--- src/rtl/tt_vpu_ovi_store_packer.sv ---
// OVI store packer: buffers vs3 registers, emits OVI_DW beats of OVI_DW/VLEN registers at N+2 (N+1 via TT_VPU_OVI_STORE_BYPASS_EN),
// metered by store credits; o_st_reg_ready drops when the buffer is full, beats and data hold while credits are zero.
module tt_vpu_ovi_store_packer #(
    parameter int VLEN          = 256,
    parameter int OVI_DW        = 512,
    parameter int DEPTH         = 8,
    parameter int STORE_CREDITS = 32
) (
    input  logic              clk,
    input  logic              reset_n,
    input  logic              i_st_start,
    input  logic              i_st_reg_valid,
    input  logic [VLEN-1:0]   i_st_reg_data,
    input  logic              i_st_last,
    output logic              o_st_reg_ready,
    input  logic              i_kill,
    output logic              store_valid,
    output logic [OVI_DW-1:0] store_data,
    input  logic              store_credit,
    output logic              memop_sync_start,
    input  logic              memop_sync_end,
    input  logic              i_lq_empty,
    output logic              o_store_commit,
    output logic              o_busy
);
    localparam int RPB = OVI_DW / VLEN;
    localparam int PW  = $clog2(DEPTH);
    localparam int CW  = $clog2(DEPTH + 1);
    localparam int CRW = $clog2(STORE_CREDITS) + 1;
    localparam logic [CW-1:0]  RPB_C    = CW'(RPB);
    localparam logic [CW-1:0]  DEPTH_C  = CW'(DEPTH);
    localparam logic [CRW-1:0] CRED_MAX = CRW'(STORE_CREDITS);

    typedef enum logic [2:0] {
        IDLE    = 3'd0,
        FILL    = 3'd1,
        DRAIN   = 3'd2,
        SYNC    = 3'd3,
        WAIT_LQ = 3'd4
    } state_t;

    state_t             state_q, state_d;
    logic [VLEN-1:0]    mem_q [DEPTH];
    logic [PW-1:0]      wptr_q, rptr_q;
    logic [CW-1:0]      count_q;
    logic [CRW-1:0]     credits_q;
    logic               store_valid_q;
    logic [OVI_DW-1:0]  store_data_q;
    logic               sync_start_q;
    logic               sync_seen_q, sync_seen_d;
    logic               commit_q;
    logic               busy_q;

    logic               push, push_wr, credit_ok, in_pack;
    logic               pop_full, pop_part, bypass, issue;
    logic [CW-1:0]      pop_n;
    logic [OVI_DW-1:0]  beat_dat;

    always_comb begin
        push      = i_st_reg_valid && o_st_reg_ready;
        credit_ok = (credits_q != '0);
        in_pack   = (state_q == FILL) || (state_q == DRAIN);
        pop_full  = in_pack && credit_ok && (count_q >= RPB_C);
        pop_part  = (state_q == DRAIN) && credit_ok && (count_q != '0) && (count_q < RPB_C);
        pop_n     = pop_full ? RPB_C : (pop_part ? count_q : '0);
    end

`ifdef TT_VPU_OVI_STORE_BYPASS_EN
    // Set on start, cleared by the first accepted register of the store.
    logic first_q;

    always_ff @(posedge clk) begin
        if (!reset_n) begin
            first_q <= 1'b0;
        end else if (i_kill) begin
            first_q <= 1'b0;
        end else if ((state_q == IDLE) && i_st_start) begin
            first_q <= 1'b1;
        end else if (push) begin
            first_q <= 1'b0;
        end
    end

    assign bypass = push && i_st_last && first_q && (count_q == '0) && credit_ok;
`else
    assign bypass = 1'b0;
`endif

    assign push_wr = push && !bypass;
    assign issue   = bypass || pop_full || pop_part;

    // Lanes above the popped count stay zero, which pads the final partial beat.
    always_comb begin
        beat_dat = '0;
        if (bypass) begin
            beat_dat[VLEN-1:0] = i_st_reg_data;
        end else begin
            for (int k = 0; k < RPB; k++) begin
                if (CW'(k) < pop_n) begin
                    beat_dat[k*VLEN +: VLEN] = mem_q[rptr_q + PW'(k)];
                end
            end
        end
    end

    always_comb begin
        state_d = state_q;
        case (state_q)
            IDLE:    if (i_st_start) state_d = FILL;
            FILL:    if (push && i_st_last) state_d = DRAIN;
            DRAIN:   if ((count_q == '0) && !store_valid_q) state_d = SYNC;
            SYNC:    if (sync_seen_q || (memop_sync_end && !sync_start_q)) state_d = WAIT_LQ;
            WAIT_LQ: if (i_lq_empty) state_d = IDLE;
            default: state_d = IDLE;
        endcase
        if (i_kill) state_d = IDLE;
    end

    // Sync end may arrive any time after the start pulse; hold it until the store retires.
    always_comb begin
        sync_seen_d = sync_seen_q;
        if (state_d == IDLE) begin
            sync_seen_d = 1'b0;
        end else if ((state_q != IDLE) && !sync_start_q && memop_sync_end) begin
            sync_seen_d = 1'b1;
        end
    end

    always_ff @(posedge clk) begin
        if (push_wr) begin
            mem_q[wptr_q] <= i_st_reg_data;
        end
    end

    always_ff @(posedge clk) begin
        if (!reset_n) begin
            state_q       <= IDLE;
            wptr_q        <= '0;
            rptr_q        <= '0;
            count_q       <= '0;
            credits_q     <= CRED_MAX;
            store_valid_q <= 1'b0;
            store_data_q  <= '0;
            sync_start_q  <= 1'b0;
            sync_seen_q   <= 1'b0;
            commit_q      <= 1'b0;
            busy_q        <= 1'b0;
        end else begin
            state_q       <= state_d;
            sync_seen_q   <= sync_seen_d;
            busy_q        <= (state_d != IDLE);
            sync_start_q  <= (state_q == IDLE) && i_st_start && !i_kill;
            commit_q      <= (state_q == WAIT_LQ) && i_lq_empty && !i_kill;
            store_valid_q <= issue;
            if (issue) begin
                store_data_q <= beat_dat;
            end

            if (i_kill) begin
                wptr_q  <= '0;
                rptr_q  <= '0;
                count_q <= '0;
            end else begin
                if (push_wr) begin
                    wptr_q <= wptr_q + PW'(1);
                end
                rptr_q  <= rptr_q + pop_n[PW-1:0];
                count_q <= count_q + CW'(push_wr) - pop_n;
            end

            case ({issue, store_credit})
                2'b10:   credits_q <= credits_q - CRW'(1);
                2'b01:   if (credits_q < CRED_MAX) credits_q <= credits_q + CRW'(1);
                default: credits_q <= credits_q;
            endcase
        end
    end

    assign o_st_reg_ready   = (state_q == FILL) && (count_q < DEPTH_C);
    assign store_valid      = store_valid_q;
    assign store_data       = store_data_q;
    assign memop_sync_start = sync_start_q;
    assign o_store_commit   = commit_q;
    assign o_busy           = busy_q;

endmodule

--- config.mk ---
export PLATFORM = sky130hd
export DESIGN_NAME = tt_vpu_ovi_store_packer
export DESIGN_NICKNAME = d
export VERILOG_FILES = /design/src/rtl/tt_vpu_ovi_store_packer.sv
export SDC_FILE = /design/constraint.sdc
export NUM_CORES = 2
export LEC_CHECK = 0
export CAP_MARGIN = 15
export CORE_ASPECT_RATIO = 0.6
export CORE_UTILIZATION = 59
export CTS_BUF_LIST = sky130_fd_sc_hd__clkbuf_16
export DETAILED_ROUTE_END_ITERATION = 12
export PLACE_DENSITY = 0.86
export SLEW_MARGIN = 20
export SYNTH_ARGS = -nofsm -noshare
export SYNTH_HDL_FRONTEND = slang
export SYNTH_SLANG_ARGS = --single-unit
--- constraint.sdc ---
create_clock -name clk -period 44.3 [get_ports clk]
set_clock_uncertainty 0.2 [all_clocks]
set_input_delay 8.86 -clock clk [delete_from_list [all_inputs] [get_ports clk]]
set_output_delay 8.86 -clock clk [all_outputs]
set_load 0.02 [all_outputs]
==> flow_metrics.env <==
export IMPL_status="complete, no violations"
export IMPL_layout_min_cycle_time_ns=13.74
export IMPL_post_cts_buffers=0
export IMPL_area_growth_syn_to_layout_pct=15.36
export IMPL_nFillCells=11211
export IMPL_std_cell_rows=121
export IMPL_nNetsFinal=7988
export IMPL_antenna_found_initial=65
export IMPL_powerDensity_mw_per_mm2=36.76
export IMPL_fp_dieW_um=555.7
export IMPL_dieArea_mm2=0.1857
export IMPL_finalSetupViolCount=0
export IMPL_overflow=0
export IMPL_first_iter_violations=11314
export IMPL_clockRootBuffer="clkbuf_16"
export IMPL_total_power_mw=4.603
export IMPL_routedWlPerCell_um=31.50
export IMPL_portBuffers=781
export IMPL_synth_most_common_cell="edfxtp_1"
export IMPL_core_area_mm2=0.1820
export IMPL_grt_usage=0.3458
export IMPL_cts_hold_buffers_added=0
export IMPL_dp_cells=9939
export IMPL_htree_levels=4
export IMPL_hpwl_um=181500
export IMPL_ant_nets=0
export IMPL_wirelength_um=327500
export IMPL_rsz0062_at_grt="false"
export IMPL_synth_common_cells="edfxtp_1 (2048), nand2_1 (1550), dfxtp_1 (536)"
export IMPL_yosysWarnings=0
export IMPL_p_leak_nw=38.39
export IMPL_io_pins=782
export IMPL_dr_pass1_iters=8
export IMPL_clk_latency_ns=0.86
export IMPL_worst_path_max_fanout=60
export IMPL_critPathArrivalTime_ns=14.00
export IMPL_period_share=0.3101
export IMPL_vdd_drop_max_uv=34.51
export IMPL_synth_enable_flop_cells=2048
export IMPL_synth_area_leader_cell="edfxtp_1"
export IMPL_drc_errors=0
export IMPL_synth_area_leaders="edfxtp_1 (57%), mux4_2 (11%), dfxtp_1 (9.9%)"
export IMPL_synth_area_mm2=0.1085
export IMPL_yosysUniqueCellTypes=52
export IMPL_drv_cap=0
export IMPL_maxSlewHeadroom=0.1556
export IMPL_grt_pass1_vias=74507
export IMPL_drive_above_1_share=0.1203
export IMPL_routed_via_count=74205
export IMPL_gp_congestion=0.8747
export IMPL_final_cells=10398
export IMPL_hold_viol_final=0
export IMPL_cp_start_kind="primary input"
export IMPL_die_h_um=334.2
export IMPL_crit_required_ns=44.56
export IMPL_start_util=0.5964
export IMPL_cts_buffers_inserted=226
export IMPL_max_freq_ghz=0.07279
export IMPL_grt_max_degree=160
export IMPL_slew_viol_final=0
export IMPL_ys_seq_elements=2584
export IMPL_syn_inst=7184
export IMPL_clkTransAtPathRegs_ns=0.07
export IMPL_grt_pass1_wl_um=478800
export IMPL_fin_tns_setup_ns=0
export IMPL_worst_pin_slew_ns=1.267
export IMPL_clock_sinks=2584
export IMPL_avgSynthCellArea_um2=15.11
export IMPL_yosysSeqAreaShare=0.6656
export IMPL_viasPerCell=7.136
export IMPL_synth_async_sr_flop_share=0
export IMPL_hp_class="reg2reg"
export IMPL_cts_tree="yes"
export IMPL_clockBufferDepth=4
export IMPL_post_cts_resized=0
export IMPL_cp_end_kind="flip-flop"
export IMPL_crit_type="in2reg"
export IMPL_synth_top_area_share=0.5667
export IMPL_synthFlopType="edfxtp_1"
export IMPL_synth_nets=7465
[state kept, by name, indices dropped and copies added (netlist names)]
name,flops
o_busy,1
wptr_q,3
memop_sync_start,1
credits_q,6
count_q,4
store_valid,1
rptr_q,3
state_q,3
mem_q,2048
store_data,512
sync_seen_q,1
o_store_commit,1
[layout by cell type (no fill, tap or decap), types with 227 or more instances in the layout]
| cell | count |
|---|---|
| clkdlybuf4s50_1 | 781 |
| clkbuf_16 | 227 |
| nor2_1 | 270 |
| a311oi_1 | 257 |
| mux4_2 | 514 |
| a32oi_1 | 510 |
| dfxtp_1 | 533 |
| mux2i_1 | 514 |
| a32o_1 | 257 |
| edfxtp_1 | 2048 |
| nand2_1 | 1550 |
[per-stage QoR]
step	setup slack (ns)	instance area [um^2]	hold WS [ns]	util
after floorplan	9.112	108500	0.2562	-
after global placement	29.99	118100	0.2480	0.6491
after detailed placement	29.94	118100	0.2534	0.6491
after CTS	30.83	125100	0.2688	0.6874
after global routing	30.54	125200	0.2834	0.6879
final	30.56	125200	0.2675	0.6880
[area by class of cell]
| class | instances | area (um^2) | area share |
|---|---|---|---|
| Inverter | 15 | 71.32 | 0.0005697 |
| Multi-Input combinational cell | 3984 | 33840 | 0.2703 |
| Sequential cell | 2584 | 72240 | 0.5770 |
| Clock inverter | 189 | 1281 | 0.01023 |
| Tap cell | 2460 | 3078 | 0.02459 |
| Clock buffer | 227 | 5680 | 0.04537 |
| Timing Repair Buffer | 896 | 8894 | 0.07104 |
| Antenna cell | 43 | 107.6 | 0.0008595 |
[metal layers]
| metal | vias to the layer above | GRT usage | share of wire |
|---|---|---|---|
| met5 | - | 0 | 0.00092 |
| met4 | 52 | 0.1931 | 0.056 |
| met3 | 1113 | 0.08658 | 0.14 |
| met2 | 6516 | 0.5287 | 0.46 |
| met1 | 36825 | 0.4573 | 0.34 |
| li1 | 29699 | - | - |
[worst max-delay path, cell delays in order]
cell	delay (ns)
clkdlybuf4s50_1	0.47
nor2b_1	0.23
and2_1	0.36
nand2_1	0.28
nor2_4	0.82
buf_4	0.98
buf_4	0.84
buf_4	0.96
[final timing paths]
path,from,to,slack (ns),depth (start not counted)
worst max-delay path,i_st_reg_valid,mem_q[5][230],30.56,8
worst min-delay path,store_data[271],store_data[271],0.27,1
worst max register to register,rptr_q[0],store_data[470],38.24,9
worst min register to register,store_data[271],store_data[271],0.27,1
[power breakdown]
group / leakage (nW) / switching [mW] / internal (mW)
Clock: 3.67 / 0.886 / 1.01
Combinational: 12.0 / 0.0528 / 0.0301
Sequential: 22.7 / 0.00321 / 2.62
[logic make-up (layout without fill, tap and decap cells)]
family                     Yosys count  after routing  share of synthesized area
xor gates and xnor gates            10             10                  0.0008763
other                                0             43                          0
and+or+nand+nor                   1874           1874                    0.06614
buffers and inverters              616           1327                    0.02362
DFF                               2584           2584                     0.6656
AOI/OAI and AO/OA                 1056           1056                    0.08768
muxes                             1028           1028                     0.1541
adders and majority gates           16             16                   0.002052
No activity file was read; power rests on OpenSTA's default activity.
